[src/rtl/video_pkg.sv]
// Shared encodings, bar colour table and format helpers for video_pattern_gen.
package video_pkg;

    localparam logic [1:0] PAT_BAR   = 2'd0;
    localparam logic [1:0] PAT_GRAY  = 2'd1;
    localparam logic [1:0] PAT_CHK   = 2'd2;
    localparam logic [1:0] PAT_SOLID = 2'd3;

    // One full-scale flag per channel {R,G,B}; entry 0 is the leftmost bar.
    localparam logic [2:0] BAR_COLOURS [8] = '{
        3'b111,  // white
        3'b110,  // yellow
        3'b011,  // cyan
        3'b010,  // green
        3'b101,  // magenta
        3'b100,  // red
        3'b001,  // blue
        3'b000   // black
    };

    function automatic int unsigned h_total(input int unsigned sync, input int unsigned bp,
                                            input int unsigned active, input int unsigned fp);
        return sync + bp + active + fp;
    endfunction

    function automatic int unsigned v_total(input int unsigned sync, input int unsigned bp,
                                            input int unsigned active, input int unsigned fp);
        return sync + bp + active + fp;
    endfunction

endpackage

[src/rtl/video_timing_gen.sv]
// Horizontal/vertical raster counters with region decode and frame-boundary strobes.
module video_timing_gen
    import video_pkg::*;
#(
    parameter int unsigned H_ACTIVE = 1280,
    parameter int unsigned H_FP     = 110,
    parameter int unsigned H_SYNC   = 40,
    parameter int unsigned H_BP     = 220,
    parameter int unsigned V_ACTIVE = 720,
    parameter int unsigned V_FP     = 5,
    parameter int unsigned V_SYNC   = 5,
    parameter int unsigned V_BP     = 20
) (
    input  logic        clk_i,
    input  logic        rst_ni,
    output logic        hs_o,
    output logic        vs_o,
    output logic        h_active_o,
    output logic        v_active_o,
    output logic        line_start_o,
    output logic        frame_bnd_o,
    output logic [10:0] h_pos_o,
    output logic [10:0] v_pos_o
);

    localparam int unsigned H_TOTAL = h_total(H_SYNC, H_BP, H_ACTIVE, H_FP);
    localparam int unsigned V_TOTAL = v_total(V_SYNC, V_BP, V_ACTIVE, V_FP);
    localparam int unsigned HW      = $clog2(H_TOTAL);
    localparam int unsigned VW      = $clog2(V_TOTAL);

    localparam int unsigned HA_START = H_SYNC + H_BP;
    localparam int unsigned HA_END   = H_SYNC + H_BP + H_ACTIVE;
    localparam int unsigned VA_START = V_SYNC + V_BP;
    localparam int unsigned VA_END   = V_SYNC + V_BP + V_ACTIVE;

    localparam logic [HW-1:0] H_LAST = HW'(H_TOTAL - 1);
    localparam logic [VW-1:0] V_LAST = VW'(V_TOTAL - 1);

    logic [HW-1:0] h_cnt_q, h_cnt_d;
    logic [VW-1:0] v_cnt_q, v_cnt_d;
    logic [31:0]   h_w, v_w;
    logic          h_wrap, v_wrap;

    assign h_w    = 32'(h_cnt_q);
    assign v_w    = 32'(v_cnt_q);
    assign h_wrap = (h_cnt_q == H_LAST);
    assign v_wrap = (v_cnt_q == V_LAST);

    always_comb begin
        h_cnt_d = h_wrap ? '0 : h_cnt_q + HW'(1);
        v_cnt_d = v_cnt_q;
        if (h_wrap) begin
            v_cnt_d = v_wrap ? '0 : v_cnt_q + VW'(1);
        end
    end

    always_ff @(posedge clk_i or negedge rst_ni) begin
        if (!rst_ni) begin
            h_cnt_q <= '0;
            v_cnt_q <= '0;
        end else begin
            h_cnt_q <= h_cnt_d;
            v_cnt_q <= v_cnt_d;
        end
    end

    always_comb begin
        hs_o         = (h_w < H_SYNC);
        vs_o         = (v_w < V_SYNC);
        h_active_o   = (h_w >= HA_START) && (h_w < HA_END);
        v_active_o   = (v_w >= VA_START) && (v_w < VA_END);
        line_start_o = (h_w == HA_START);
        frame_bnd_o  = (h_cnt_q == '0) && (v_cnt_q == '0);
        // Only meaningful inside the active window; the consumer gates them with DE.
        h_pos_o      = 11'(h_w - HA_START);
        v_pos_o      = 11'(v_w - VA_START);
    end

endmodule

[src/rtl/video_pattern_gen.sv]
// Video timing and test-pattern generator (bar / gray ramp / checker / solid).
// Define VIDEO_PATTERN_SCROLL_EN to make the colour bars scroll left one pixel per frame.
module video_pattern_gen
    import video_pkg::*;
#(
    parameter int unsigned H_ACTIVE = 1280,
    parameter int unsigned H_FP     = 110,
    parameter int unsigned H_SYNC   = 40,
    parameter int unsigned H_BP     = 220,
    parameter int unsigned V_ACTIVE = 720,
    parameter int unsigned V_FP     = 5,
    parameter int unsigned V_SYNC   = 5,
    parameter int unsigned V_BP     = 20,
    parameter bit          HS_POL   = 1'b1,
    parameter bit          VS_POL   = 1'b1,
    parameter int unsigned DATA_W   = 8,
    parameter int unsigned NUM_BARS = 8,
    parameter int unsigned CHK_LOG2 = 4
) (
    input  logic                pixel_clk,
    input  logic                sys_rst_n,
    input  logic [1:0]          pattern_sel,
    input  logic [3*DATA_W-1:0] solid_rgb,
    output logic                video_de,
    output logic                video_hs,
    output logic                video_vs,
    output logic [3*DATA_W-1:0] video_rgb,
    output logic [10:0]         pixel_xpos,
    output logic [10:0]         pixel_ypos,
    output logic                frame_start
);

    localparam int unsigned BAR_W = H_ACTIVE / NUM_BARS;
    localparam int unsigned SW    = (BAR_W > 1) ? $clog2(BAR_W) : 1;
    localparam int unsigned IW    = (NUM_BARS > 1) ? $clog2(NUM_BARS) : 1;

    localparam logic [SW-1:0] SUB_LAST = SW'(BAR_W - 1);
    localparam logic [IW-1:0] IDX_LAST = IW'(NUM_BARS - 1);

    if ((H_ACTIVE % NUM_BARS) != 0) begin : g_bad_bars
        $error("H_ACTIVE must be a multiple of NUM_BARS");
    end
    if ((DATA_W > 11) || (CHK_LOG2 > 10)) begin : g_bad_widths
        $error("DATA_W must be <= 11 and CHK_LOG2 <= 10");
    end

    logic        hs_dec, vs_dec, h_act, v_act, line_start, frame_bnd;
    logic [10:0] h_pos, v_pos;

    video_timing_gen #(
        .H_ACTIVE (H_ACTIVE),
        .H_FP     (H_FP),
        .H_SYNC   (H_SYNC),
        .H_BP     (H_BP),
        .V_ACTIVE (V_ACTIVE),
        .V_FP     (V_FP),
        .V_SYNC   (V_SYNC),
        .V_BP     (V_BP)
    ) u_timing (
        .clk_i        (pixel_clk),
        .rst_ni       (sys_rst_n),
        .hs_o         (hs_dec),
        .vs_o         (vs_dec),
        .h_active_o   (h_act),
        .v_active_o   (v_act),
        .line_start_o (line_start),
        .frame_bnd_o  (frame_bnd),
        .h_pos_o      (h_pos),
        .v_pos_o      (v_pos)
    );

    // Frame-stable copies of the runtime controls.
    logic [1:0]          pat_q, pat_d;
    logic [3*DATA_W-1:0] solid_q, solid_d;

    always_comb begin
        pat_d   = pat_q;
        solid_d = solid_q;
        if (frame_bnd) begin
            pat_d   = pattern_sel;
            solid_d = solid_rgb;
        end
    end

    always_ff @(posedge pixel_clk or negedge sys_rst_n) begin
        if (!sys_rst_n) begin
            pat_q   <= PAT_BAR;
            solid_q <= '0;
        end else begin
            pat_q   <= pat_d;
            solid_q <= solid_d;
        end
    end

    logic [SW-1:0] off_sub;
    logic [IW-1:0] off_bar;

`ifdef VIDEO_PATTERN_SCROLL_EN
    logic [SW-1:0] off_sub_q, off_sub_d;
    logic [IW-1:0] off_bar_q, off_bar_d;
    logic          armed_q, armed_d;

    // The first boundary after reset opens frame 0, which is drawn with a zero offset.
    always_comb begin
        off_sub_d = off_sub_q;
        off_bar_d = off_bar_q;
        armed_d   = armed_q;
        if (frame_bnd) begin
            armed_d = 1'b1;
            if (armed_q) begin
                if (off_sub_q == SUB_LAST) begin
                    off_sub_d = '0;
                    off_bar_d = (off_bar_q == IDX_LAST) ? '0 : off_bar_q + IW'(1);
                end else begin
                    off_sub_d = off_sub_q + SW'(1);
                end
            end
        end
    end

    always_ff @(posedge pixel_clk or negedge sys_rst_n) begin
        if (!sys_rst_n) begin
            off_sub_q <= '0;
            off_bar_q <= '0;
            armed_q   <= 1'b0;
        end else begin
            off_sub_q <= off_sub_d;
            off_bar_q <= off_bar_d;
            armed_q   <= armed_d;
        end
    end

    assign off_sub = off_sub_q;
    assign off_bar = off_bar_q;
`else
    assign off_sub = '0;
    assign off_bar = '0;
`endif

    // Bar tracking: the registers hold the state for the current pixel except at line start.
    logic [SW-1:0] bar_sub_q, bar_sub_d, cur_sub;
    logic [IW-1:0] bar_idx_q, bar_idx_d, cur_idx;

    always_comb begin
        cur_sub   = line_start ? off_sub : bar_sub_q;
        cur_idx   = line_start ? off_bar : bar_idx_q;
        bar_sub_d = bar_sub_q;
        bar_idx_d = bar_idx_q;
        if (h_act) begin
            if (cur_sub == SUB_LAST) begin
                bar_sub_d = '0;
                bar_idx_d = (cur_idx == IDX_LAST) ? '0 : cur_idx + IW'(1);
            end else begin
                bar_sub_d = cur_sub + SW'(1);
                bar_idx_d = cur_idx;
            end
        end
    end

    always_ff @(posedge pixel_clk or negedge sys_rst_n) begin
        if (!sys_rst_n) begin
            bar_sub_q <= '0;
            bar_idx_q <= '0;
        end else begin
            bar_sub_q <= bar_sub_d;
            bar_idx_q <= bar_idx_d;
        end
    end

    logic [2:0]          bar_flags;
    logic [3*DATA_W-1:0] pix;

    always_comb begin
        bar_flags = BAR_COLOURS[3'(cur_idx)];
        pix       = '0;
        unique case (pat_q)
            PAT_BAR:   pix = {{DATA_W{bar_flags[2]}}, {DATA_W{bar_flags[1]}},
                              {DATA_W{bar_flags[0]}}};
            PAT_GRAY:  pix = {3{h_pos[DATA_W-1:0]}};
            PAT_CHK:   pix = {(3*DATA_W){h_pos[CHK_LOG2] ^ v_pos[CHK_LOG2]}};
            PAT_SOLID: pix = solid_q;
        endcase
    end

    // Output stage: everything is registered together so the DVI side sees aligned signals.
    logic                de_q, de_d, hs_q, hs_d, vs_q, vs_d, fs_q, fs_d;
    logic [3*DATA_W-1:0] rgb_q, rgb_d;
    logic [10:0]         xpos_q, xpos_d, ypos_q, ypos_d;

    always_comb begin
        de_d   = h_act && v_act;
        hs_d   = hs_dec ? HS_POL : ~HS_POL;
        vs_d   = vs_dec ? VS_POL : ~VS_POL;
        rgb_d  = de_d ? pix : '0;
        xpos_d = de_d ? h_pos : '0;
        ypos_d = de_d ? v_pos : '0;
        fs_d   = de_d && (h_pos == '0) && (v_pos == '0);
    end

    always_ff @(posedge pixel_clk or negedge sys_rst_n) begin
        if (!sys_rst_n) begin
            de_q   <= 1'b0;
            hs_q   <= ~HS_POL;
            vs_q   <= ~VS_POL;
            rgb_q  <= '0;
            xpos_q <= '0;
            ypos_q <= '0;
            fs_q   <= 1'b0;
        end else begin
            de_q   <= de_d;
            hs_q   <= hs_d;
            vs_q   <= vs_d;
            rgb_q  <= rgb_d;
            xpos_q <= xpos_d;
            ypos_q <= ypos_d;
            fs_q   <= fs_d;
        end
    end

    assign video_de    = de_q;
    assign video_hs    = hs_q;
    assign video_vs    = vs_q;
    assign video_rgb   = rgb_q;
    assign pixel_xpos  = xpos_q;
    assign pixel_ypos  = ypos_q;
    assign frame_start = fs_q;

endmodule

[config.mk]
export PLATFORM = sky130hd
export DESIGN_NAME = video_pattern_gen
export DESIGN_NICKNAME = d
export VERILOG_FILES = /design/src/rtl/video_pkg.sv /design/src/rtl/video_timing_gen.sv /design/src/rtl/video_pattern_gen.sv
export SDC_FILE = /design/constraint.sdc
export NUM_CORES = 1
export LEC_CHECK = 0
export ABC_AREA = 1
export BUFFER_PORTS_ARGS = -buffer_cell sky130_fd_sc_hd__buf_2
export CAP_MARGIN = 20
export CORE_MARGIN = 2
export CORE_UTILIZATION = 35
export CTS_BUF_LIST = sky130_fd_sc_hd__clkbuf_4
export CTS_CLUSTER_SIZE = 28
export DETAILED_ROUTE_END_ITERATION = 10
export PLACE_DENSITY = 0.6
export SLEW_MARGIN = 0
export SYNTH_ARGS = -nofsm -noshare
export SYNTH_HDL_FRONTEND = slang
export SYNTH_HIERARCHICAL = 1
export SYNTH_SLANG_ARGS = --single-unit
[constraint.sdc]
create_clock -name pixel_clk -period 3 [get_ports pixel_clk]
set_input_delay 0.6 -clock pixel_clk [delete_from_list [all_inputs] [get_ports pixel_clk]]
set_output_delay 0.6 -clock pixel_clk [all_outputs]
set_load 0.02 [all_outputs]
== Yosys cells after proc, flatten, opt, wreduce, memory -nomap -nowiden ==
Memories as Yosys holds them, arrays and structs flattened.
Index checks and enable logic that the tools add are counted.
Widths: inputs -> output; s select.

* Bits in registers: 108
* Bits in latches: 0
* RAM bits: 0
* Memory bits (read-only): 24
* Memories kept: 1

* Add/sub/neg operators: 6
* $mul: 0
* Divide/modulo/power cells: 0
* Order comparisons: 7
* Eq/ne operators: 8
* Shift operators: 0
* Muxes and demuxes: 15
* Bitwise operators: 2
* Reductions and logical operators: 11

{| class="wikitable"
|+ Memory list
! name !! depth !! bits a word !! read ports !! clocked after Yosys merged registers in !! write ports !! line !! source
|-
| (name not given) || 8 || 3 || 1 || 0 || 0 || video_pattern_gen.sv:174 || <nowiki>bar_flags = BAR_COLOURS[3'(cur_idx)];</nowiki>
|}

{| class="wikitable"
|+ Operators by type and width
! kind !! count
|-
| $pmux 24 s4 || 1
|-
| $logic_not 11->1 || 3
|-
| $mux 11 || 3
|-
| $mux 24 || 1
|-
| $mux 8 || 2
|-
| $mux 3 || 5
|-
| $add 11x1->11 const B || 1
|-
| $eq 11x11->1 const B || 1
|-
| $eq 11x9->1 const B || 1
|-
| $ge 11x9->1 const B || 1
|-
| $lt 11x11->1 const B || 1
|-
| $lt 11x6->1 const B || 1
|-
| $sub 10x5->11 const B || 1
|-
| $sub 11x9->11 const B || 1
|-
| $add 10x1->10 const B || 1
|-
| $eq 10x10->1 const B || 1
|-
| $ge 10x5->1 const B || 1
|-
| $logic_not 10->1 || 1
|-
| $lt 10x10->1 const B || 1
|-
| $lt 10x3->1 const B || 1
|-
| $mux 10 || 1
|-
| $add 8x1->8 const B || 1
|-
| $eq 8x8->1 const B || 1
|-
| $logic_and 1x1->1 || 6
|-
| 9 further kinds || 11
|}

== Longest topological paths before layout ==
Gate-level depths: netlist (run 1).

* Depth in word-level cells: 8
* Gate-level depth with buffers: 16

== By module ==
Netlist (run 1), hierarchy kept.

{| class="wikitable"
|+ By module, submodules not included
! module !! times used !! cells an instance !! area each (µm²) !! seq. area each (µm²)
|-
| video_pattern_gen || 1 || 352 || 3514.6 || 2177.1
|-
| video_timing_gen || 1 || 260 || 1784.2 || 525.5
|}

== Least setup slack after synthesis (run 1) ==
No wires, ideal clock.

* Path type: register to register
* From: reg u_timing.h_cnt_q[4]
* To: reg bar_sub_q[5]
* Arrival time: 2464 ps
* Data required time: 2935 ps
* Path slack: 471 ps
* Stages on the path, launching flop included: 17
* Buffers on the path: 2
* Clock period less this slack: 2529 ps
* Cells stage by stage: dfrtp_1 -> buf_2 -> nor2_1 -> nand3_1 -> nor4_1 -> inv_2 -> buf_6 -> nand2_2 -> inv_1 -> ha_1 -> nand4_1 -> inv_1 -> nand2_2 -> nand2_2 -> inv_2 -> nand2_1 -> nand2_1

* Word-level cells in the longest chain between the ends: 4
* Elaborated cells on any way between the ends: 8
* Classes of those cells: 1 x add/sub; 2 x order compare; 2 x eq/ne; 2 x mux; 1 x reduce/logical

{| class="wikitable"
|+ Ends and longest elaborated chain
! element !! line !! source
|-
| start, declared || video_timing_gen.sv:39 || <nowiki>logic [HW-1:0] h_cnt_q, h_cnt_d;</nowiki>
|-
| start signal, assigned || video_timing_gen.sv:62 || <nowiki>h_cnt_q <= h_cnt_d;</nowiki>
|-
| $eq 11x9->1 (*) || video_timing_gen.sv:72 || <nowiki>line_start_o = (h_w == HA_START);</nowiki>
|-
| net line_start || video_pattern_gen.sv:47 || <nowiki>logic hs_dec, vs_dec, h_act, v_act, line_start, frame_bnd;</nowiki>
|-
| $mux 8 (*) || video_pattern_gen.sv:145 || <nowiki>cur_sub = line_start ? off_sub : bar_sub_q;</nowiki>
|-
| $add 8x1->8 or $eq 8x8->1 (tied branches) || video_pattern_gen.sv:154, video_pattern_gen.sv:150 ||
|-
| $mux 8 (*) || video_pattern_gen.sv:150 || <nowiki>if (cur_sub == SUB_LAST) begin</nowiki>
|-
| end signal, assigned || video_pattern_gen.sv:165 || <nowiki>bar_sub_q <= bar_sub_d;</nowiki>
|-
| end, declared || video_pattern_gen.sv:141 || <nowiki>logic [SW-1:0] bar_sub_q, bar_sub_d, cur_sub;</nowiki>
|}

Mark *: on every way through the listed nets, which the timed path passes. The rest lies on a longest branch.
A chain may end at the register's enable or synchronous reset.

== Final worst setup path (run 1) ==
* From: reg u_timing.v_cnt_q[0]
* To: reg rgb_q[13], in the netlist video_rgb[13]

* Word-level cells in the longest chain between the ends: 4
* Elaborated cells on any way between the ends: 8
* Classes of those cells: 1 x add/sub; 2 x order compare; 2 x mux; 1 x bitwise; 2 x reduce/logical

{| class="wikitable"
|+ Ends and longest elaborated chain
! element !! line !! source
|-
| start, declared || video_timing_gen.sv:40 || <nowiki>logic [VW-1:0] v_cnt_q, v_cnt_d;</nowiki>
|-
| start signal, assigned || video_timing_gen.sv:63 || <nowiki>v_cnt_q <= v_cnt_d;</nowiki>
|-
| $sub 10x5->11 || video_timing_gen.sv:76 || <nowiki>v_pos_o = 11'(v_w - VA_START);</nowiki>
|-
| net v_pos[4] || video_pattern_gen.sv:48 || <nowiki>logic [10:0] h_pos, v_pos;</nowiki>
|-
| $xor 1x1->1 || video_pattern_gen.sv:180 || <nowiki>PAT_CHK: pix = {(3*DATA_W){h_pos[CHK_LOG2] ^ v_pos[CHK_LOG2]}};</nowiki>
|-
| $pmux 24 s4 || video_pattern_gen.sv:176 || <nowiki>unique case (pat_q)</nowiki>
|-
| $mux 24 || video_pattern_gen.sv:194 || <nowiki>rgb_d = de_d ? pix : '0;</nowiki>
|-
| net rgb_d[13] || video_pattern_gen.sv:187 || <nowiki>logic [3*DATA_W-1:0] rgb_q, rgb_d;</nowiki>
|-
| end signal, assigned || video_pattern_gen.sv:213 || <nowiki>rgb_q <= rgb_d;</nowiki>
|-
| end, declared || video_pattern_gen.sv:187 ||
|}

The timed path passes the listed nets, and every way through them passes these cells.

==> results of run 1 <==
-- kinds of logic after synthesis --
family                     Yosys count
AOI/OAI and AO/OA                   67
xor gates and xnor gates            18
adders and majority gates           13
buffers and inverters               99
DFF                                108
muxes                               24
and+or+nand+nor                    283
-- metal layers --
metal	vias up	wire length [um]	share of wire [%]
met5	-	0	0
met4	0	227	1.8
met3	14	607	4.9
met2	117	5930	48
met1	2059	5650	45
li1	2094	-	-
-- power by group through the flow --
stage | clock (mW) | combinational [mW] | sequential (mW)
floorplan | 0 | 0.0397 | 1.51
global placement | 0 | 0.0973 | 1.51
detailed placement | 0 | 0.100 | 1.51
CTS | 0.700 | 0.100 | 1.48
global route | 0.756 | 0.111 | 1.49
finish | 0.672 | 0.0972 | 1.48
-- layout by cell type, fill, tap and decap left out, types with 8 or more instances in the layout --
master	instances
nor3_1	8
mux2_2	24
buf_2	76
nor2_1	98
inv_1	75
ha_1	13
nand4_1	20
nand2_1	113
o21ai_0	23
nand3_1	29
buf_4	8
clkbuf_4	9
xor2_1	17
a21oi_1	33
dfrtp_1	108
-- metrics by stage --
stage	cells	setup slack [ps]	utilization, %
after floorplan	612	471	-
after global placement	860	579	39.9
after detailed placement	860	563	39.9
after CTS	876	503	40.7
after global routing	876	285	40.7
final	876	517	40.7
-- synth_stat cells --
library cell	instances
nand2_1	113
dfrtp_1	108
nor2_1	98
inv_1	75
a21oi_1	33
nand3_1	29
mux2_2	24
o21ai_0	23
nand4_1	20
xor2_1	17
ha_1	13
buf_2	10
nor3_1	8
nand2_2	5
buf_4	4
inv_2	4
nor2_2	4
o21ai_1	4
buf_6	3
clkbuf_1	2
nor4_1	2
o21ai_2	2
buf_8	1
nand3_2	1
nand3b_1	1
nor2_8	1
nor3b_1	1
o211a_1	1
o211ai_1	1
o21bai_1	1
o22ai_1	1
o31ai_1	1
xnor2_1	1
-- worst min path at each step --
stage	slack, ps	depth (start not counted)	end	start
floorplan	300	0	bar_idx_q[0]	sys_rst_n
global placement	490	2	video_rgb[12]	solid_q[12]
global route	110	1	solid_q[3]	sys_rst_n
CTS	100	1	solid_q[15]	sys_rst_n
finish	100	1	solid_q[15]	sys_rst_n
detailed placement	490	2	video_rgb[17]	solid_q[17]
-- worst max-delay path, delay by kind of cell (launching register included) --
kind            cells  cell delay (ps)
flops               1              490
buf+inv             2              280
simple gates        3              500
fa+ha+maj           1              310
compound gates      3              500
xor+xnor            1              320
-- registers in the layout, indices dropped and copies added (netlist names) --
signal	cells
u_timing/h_cnt_q	11
solid_q	24
pixel_ypos	11
video_hs	1
bar_sub_q	8
u_timing/v_cnt_q	10
bar_idx_q	3
video_rgb	24
pixel_xpos	11
frame_start	1
video_de	1
pat_q	2
video_vs	1
-- cell type report --
type	count	area share (%)
Inverter	79	4.98
Clock buffer	9	1.13
Tap cell	184	3.86
Sequential cell	108	45.4
Timing Repair Buffer	84	7.39
Multi-Input combinational cell	405	36.4
Clock inverter	7	0.840
==> flow_summary_export.csv, run 1 <==
group,metric,value,unit
layout,multiInputGateArea,2170,um^2
drt,routed_wl,12400,um
timing,slew_violations,0,
cts,clock_latency,490,ps
power_and_ir_drop,power,2.25,mW
worst_setup_path,crit_top_cell,"a21oi_1",
min_path,hold_class,"in2async",
flow_run,cap_violations,0,
floorplan,boundaryPins,78,
global_routing,grt.overflow.total,0,
place,io_buffers,77,
cts,cts_sinks,108,
global_routing,use_met1,21.1,%
worst_setup_path,cp.required,3410,ps
drt,drtPass1Iterations,5,
drt,wl_per_cell,14.2,um
power_and_ir_drop,switching_share,25.1,%
place,gp_congestion,0.921,
synth,yosys.area.top_type,"dfrtp_1",
floorplan,die_h,127,um
synth,ys_top_cells_by_area,"dfrtp_1 51%, nand2_1 8.0%, nor2_1 6.9%, inv_1 5.3%, mux2_2 5.1%",
worst_setup_path,worstSetupStartpointType,"flop",
synth,synth_top_family_by_area,"simple AND/OR/NAND/NOR gates",
cts,cts_buffers,9,
timing,fin_skew,26.1,ps
synth,synth-compound-area-share,6.73,%
synth,synth_cells,612,
floorplan,row_count,44,
power_and_ir_drop,p_int,1.69,mW
global_routing,grt_pass1_vias,4190,
cts,ctsResizeCount,0,
global_routing,track_usage,16.0,%
layout,final_cell_area,5960,um^2
timing,timing.setup.tns,0,ps
cts,htreeDepth,3,
synth,synthSimpleGateAreaFrac,23.0,%
timing,timing.hold.ws,98.2,ps
worst_setup_path,slowest_delay,490,ps
power_and_ir_drop,combPwrFrac,4.3,%
power_and_ir_drop,power_density,378,nW/um^2
synth,syn_nets,653,
timing,slew_headroom,50.8,%
synth,syn_area,5300,um^2
floorplan,coreArea,14600,um^2
worst_setup_path,end_kind,"flop",
layout,antenna_cells,0,
power_and_ir_drop,p_clk_share,29.8,%
worst_setup_path,reg2reg_slack,520,ps
cts,ctsHoldBuffers,0,
drt,drtAntennaViolNets,0,
cts,clk_pin_slew,170,ps
cts,cts_buffer_depth,2,
timing,fmax,403,MHz
synth,synth.distinct_cells,33,
layout,register_area,2700,um^2
synth,synth_top_area_share,51.0,%
synth,ys_warn_count,6,
worst_setup_path,crit_fanout,8,
worst_setup_path,endpoint,"video_rgb[13]",
worst_setup_path,critPathLaunch,"u_timing/v_cnt_q[0]",
floorplan,die_w,127,um
timing,rsz0062_at_grt,"false",
worst_setup_path,r2r_end,"video_rgb[13]",
cts,cts_root_buffer,"clkbuf_4",
worst_setup_path,crit_type,"reg2reg",
timing,fin_crit,2480,ps
cts,post_cts_buffers,0,
worst_setup_path,r2r_start,"u_timing/v_cnt_q[0]",
global_routing,grt_max_degree,50,
timing,finalCritPeriodShare,82.8,%
layout,fill_cells,1493,
worst_setup_path,crit_path_top_delay_cell,"dfrtp_1",
synth,ys_ff_latch,108,
status,status,"completed",
floorplan,die_area,16100,um^2
power_and_ir_drop,switchingPower,566,uW
layout,nets,728,
timing,hold_violations,0,
worst_setup_path,cp_cell_sequence,"inv_1, ha_1, a21oi_1, xor2_1, inv_1, a21oi_1, nand2_1, nand2_1, a21oi_1, nor2_1",
synth,synth_xor_area_share,2.98,%
power_and_ir_drop,ir_drop,0.000167,V
drt,drtIter0Drc,306,
global_routing,grt-busiest-layer,"met2",
drt,drcViolationCount,0,
global_routing,grt_antenna_before_repair,0,
global_routing,grt_pass1_wl,20500,um
drt,viasPerCell,4.89,
synth,avgSynthCellArea,8.66,um^2
place,dp_hpwl,9460,um
synth,synth_adder_area_share,3.07,%
global_routing,met2_usage,26.5,%
place,post_dp_cell_area,5840,um^2
floorplan,start_util,36.2,%
cts,cts_tree,"done",
power_and_ir_drop,seq_power_share,65.9,%
timing,setup_viol,0,
drt,vias,4284,
synth,synthMuxAreaShare,5.10,%
worst_setup_path,reg2regPathDepth,10,
layout,drive_above_1_share,20.2,%
power_and_ir_drop,power.leakage,3.27,nW
synth,seq_area_frac_synth,51.0,%
worst_setup_path,arrival,2890,ps
timing,worst_slew_pin_slew,737,ps
global_routing,grtUsageMet3,2.85,%
layout,area_growth,12.4,%
Power figures use the tool's default switching activity.
==> run 2, diff against run 1 <==
--- a/config.mk
+++ b/config.mk
@@ -5,7 +5,7 @@
 export SDC_FILE = /design/constraint.sdc
 export NUM_CORES = 1
 export LEC_CHECK = 0
-export ABC_AREA = 1
+export ABC_AREA = 0
 export BUFFER_PORTS_ARGS = -buffer_cell sky130_fd_sc_hd__buf_2
 export CAP_MARGIN = 20
 export CORE_MARGIN = 2
@@ -13,7 +13,7 @@
 export CTS_BUF_LIST = sky130_fd_sc_hd__clkbuf_4
 export CTS_CLUSTER_SIZE = 28
 export DETAILED_ROUTE_END_ITERATION = 10
-export PLACE_DENSITY = 0.6
+export PLACE_DENSITY = 0.63
 export SLEW_MARGIN = 0
 export SYNTH_ARGS = -nofsm -noshare
 export SYNTH_HDL_FRONTEND = slang
==> constraint.sdc (replaced) <==
create_clock -name pixel_clk -period 2.2 [get_ports pixel_clk]
set_input_delay 0.44 -clock pixel_clk [delete_from_list [all_inputs] [get_ports pixel_clk]]
set_output_delay 0.44 -clock pixel_clk [all_outputs]
set_load 0.02 [all_outputs]
==> run 2 against run 1 <==
Final area up 19%. Synthesized cell count fell by 22%. The flow now finishes with violations (negative setup slack). Sequential power grew 37%. Largest power group unchanged. Worst setup slack got worse by 800 ps. Area after synthesis down 5.5%. Combinational power grew 69%. Register-to-register slack worse by 800 ps. Clock skew decreased by 3.8 ps.
==> flow_summary_export.csv, run 2 <==
group,metric,value,unit
place,gp_congestion,0.824,
global_routing,grt_pass1_wl,20200,um
cts,cts_tree,"done",
worst_setup_path,r2r_start,"u_timing/v_cnt_q[7]",
floorplan,die_w,124,um
floorplan,die_h,124,um
cts,clock_latency,470,ps
drt,vias,4244,
synth,ys.flop_type,"dfrtp_1",
place,dp_hpwl,9270,um
drt,drtPass1Iterations,4,
layout,multiInputGateArea,2660,um^2
global_routing,met2_usage,27.6,%
drt,wl_per_cell,16.5,um
cts,clk_pin_slew,180,ps
synth,yosys.area.top_type,"dfrtp_1",
drt,drtIter0Drc,334,
worst_setup_path,arrival,2860,ps
place,post_dp_cell_area,6210,um^2
global_routing,grtUsageMet3,2.56,%
min_path,min_to,"solid_q[13]",
place,dp_slack,-317,ps
synth,avgSynthCellArea,10.5,um^2
global_routing,grt_max_degree,53,
synth,synth_edf_count,0,
layout,nets,680,
timing,hold_violations,0,
timing,setup_slack,-281,ps
layout,area_growth,41.2,%
timing,slew_violations,0,
status,violations,"negative setup slack",
timing,worst_slew_pin_slew,518,ps
cts,cts_root_buffer,"clkbuf_4",
cts,htreeDepth,3,
synth,synth.distinct_cells,52,
worst_setup_path,worstSetupStartpointType,"flop",
flow_run,cap_violations,0,
synth,async_reset_ff_share,100,%
worst_setup_path,reg2regPathDepth,7,
min_path,holdCritStartpoint,"solid_rgb[13]",
drt,routed_wl,13600,um
cts,cts_sinks,108,
layout,final_cell_mix,"103 x dfrtp_1, 83 x buf_4, 77 x buf_2",
min_path,hold_depth,2,
global_routing,grt_antenna_before_repair,1,
synth,syn_area,5010,um^2
worst_setup_path,cp.required,2580,ps
layout,final_cell_area,7070,um^2
global_routing,grt_pass1_vias,4109,
worst_setup_path,crit_type,"reg2reg",
timing,fmax,403,MHz
synth,yosysMostFrequentCell,"dfrtp_1",
floorplan,row_count,43,
drt,viasPerCell,5.15,
power_and_ir_drop,power.leakage,3.29,nW
layout,fin_util,50.7,%
floorplan,die_area,15300,um^2
synth,ys_ff_latch,108,
timing,slew_headroom,65.2,%
worst_setup_path,crit_fanout,12,
global_routing,track_usage,17.3,%
power_and_ir_drop,power_density,437,nW/um^2
timing,rsz0062_at_grt,"true",
layout,stdcell_count,824,
drt,drtAntennaViolNets,0,
floorplan,coreArea,13900,um^2
floorplan,start_util,35.9,%
timing,fin_skew,22.3,ps
power_and_ir_drop,ir_drop,0.000216,V
timing,finalCritPeriodShare,113,%
cts,cts_buffer_depth,2,
layout,drive_above_1_share,47.3,%
synth,syn_nets,516,
synth,synth_top_area_share,54.0,%
synth,ys_warn_count,6,
timing,fin_crit,2480,ps
status,status,"complete, but fails checks",
layout,fill_cells,1222,
worst_setup_path,end_kind,"flop",
global_routing,grt.overflow.total,0,
synth,ys_top_cells_by_area,"dfrtp_1 54%, mux2_2 5.8%, a21oi_1 4.3%, nand2_1 4.2%, ha_1 3.2%",
layout,register_area,2710,um^2
cts,cts_buffers,9,
global_routing,grt-busiest-layer,"met2",
drt,drcViolationCount,0,
floorplan,boundaryPins,78,
synth,synth_cells,475,
timing,setup_viol,71,
synth,synth_top_cells_by_count,"108 x dfrtp_1, 56 x nand2_1, 43 x a21oi_1, 26 x mux2_2, 24 x and3_1",
global_routing,use_met1,23.4,%
worst_setup_path,r2r_end,"solid_q[21]",
place,io_buffers,77,
worst_setup_path,reg2reg_slack,-280,ps
synth,seq_area_frac_synth,54.0,%
min_path,hold_class,"in2reg",
place,dpl.cell_count,777,
layout,mostFrequentLayoutCell,"dfrtp_1",
-- run 2: critical path, cell delays in order, from the launching register on --
cell and delay (ps):
dfrtp_1 410, or3_4 390, or3_4 380, or3_4 390, nor4_4 150, buf_6 180, clkbuf_16 190, mux2_4 300
-- run 2: how the worst max path moves through the flow --
stage / to / from / depth (start not counted) / slack [ps]
final: solid_q[21] / u_timing/v_cnt_q[7] / 7 / -280
after detailed placement: solid_q[5] / u_timing/v_cnt_q[7] / 6 / -320
after floorplan: solid_q[10] / u_timing/v_cnt_q[6] / 8 / -280
after CTS: solid_q[0] / u_timing/v_cnt_q[7] / 6 / -330
after global placement: solid_q[2] / u_timing/v_cnt_q[7] / 6 / -270
after global routing: solid_q[11] / u_timing/v_cnt_q[7] / 7 / -320
-- run 2: what timing repair did --
item / CTS / global route
setup endpoints to repair: 64 / 67
buffers inserted: 16 / 13
hold buffers: 1 / 0
gates cloned: 0 / 4
endpoints found under the hold margin: 34 / 0
pin swaps: 15 / 23
gates resized for setup: 40 / 77
-- run 2: layout make-up --
| cell class | instances | share of cell area [%] |
|---|---|---|
| flip-flops and latches | 108 | 38.3 |
| clock buffers | 9 | 0.956 |
| well taps | 180 | 3.19 |
| repair buffers | 181 | 18.1 |
| inverters | 16 | 0.991 |
| clock inverters | 6 | 0.708 |
| multi-input cells | 323 | 37.7 |
| diodes | 1 | 0.0354 |
-- run 2: power by group --
group	leakage, nW	total [mW]	switching (mW)	internal [mW]
combinational	1.80	0.164	0.0920	0.0718
sequential	1.42	2.03	0.0165	2.01
clock	0.0639	0.898	0.660	0.239
-- run 2: stage by stage --
stage	setup TNS, ps	power (mW)	hold WS (ps)
floorplan	-6280	2.11	144
global placement	-7510	2.21	443
detailed placement	-10060	2.22	447
CTS	-6930	3.12	148
global route	-14140	3.23	150
finish	-9850	3.09	179
-- run 2: routing by layer --
layer  share of wire, %  vias to the layer above  wire length [um]
met4                2.7                        0               362
met3                4.2                       24               565
met2                 49                      100              6650
met1                 44                     2122              6010
met5                  0                        -                 0
li1                   -                     1998                 -
-- run 2: logic make-up (layout without fill, tap and decap cells) --
group / after synthesis / in the layout / synth area share, %
muxes: 29 / 29 / 6.45
buffers and inverters: 44 / 212 / 3.80
adders and majority gates: 13 / 13 / 3.25
and+or+nand+nor: 178 / 178 / 19.1
xor gates and xnor gates: 24 / 24 / 4.20
AOI/OAI and AO/OA: 79 / 79 / 9.20
DFF: 108 / 108 / 54.0
other: 0 / 1 / 0
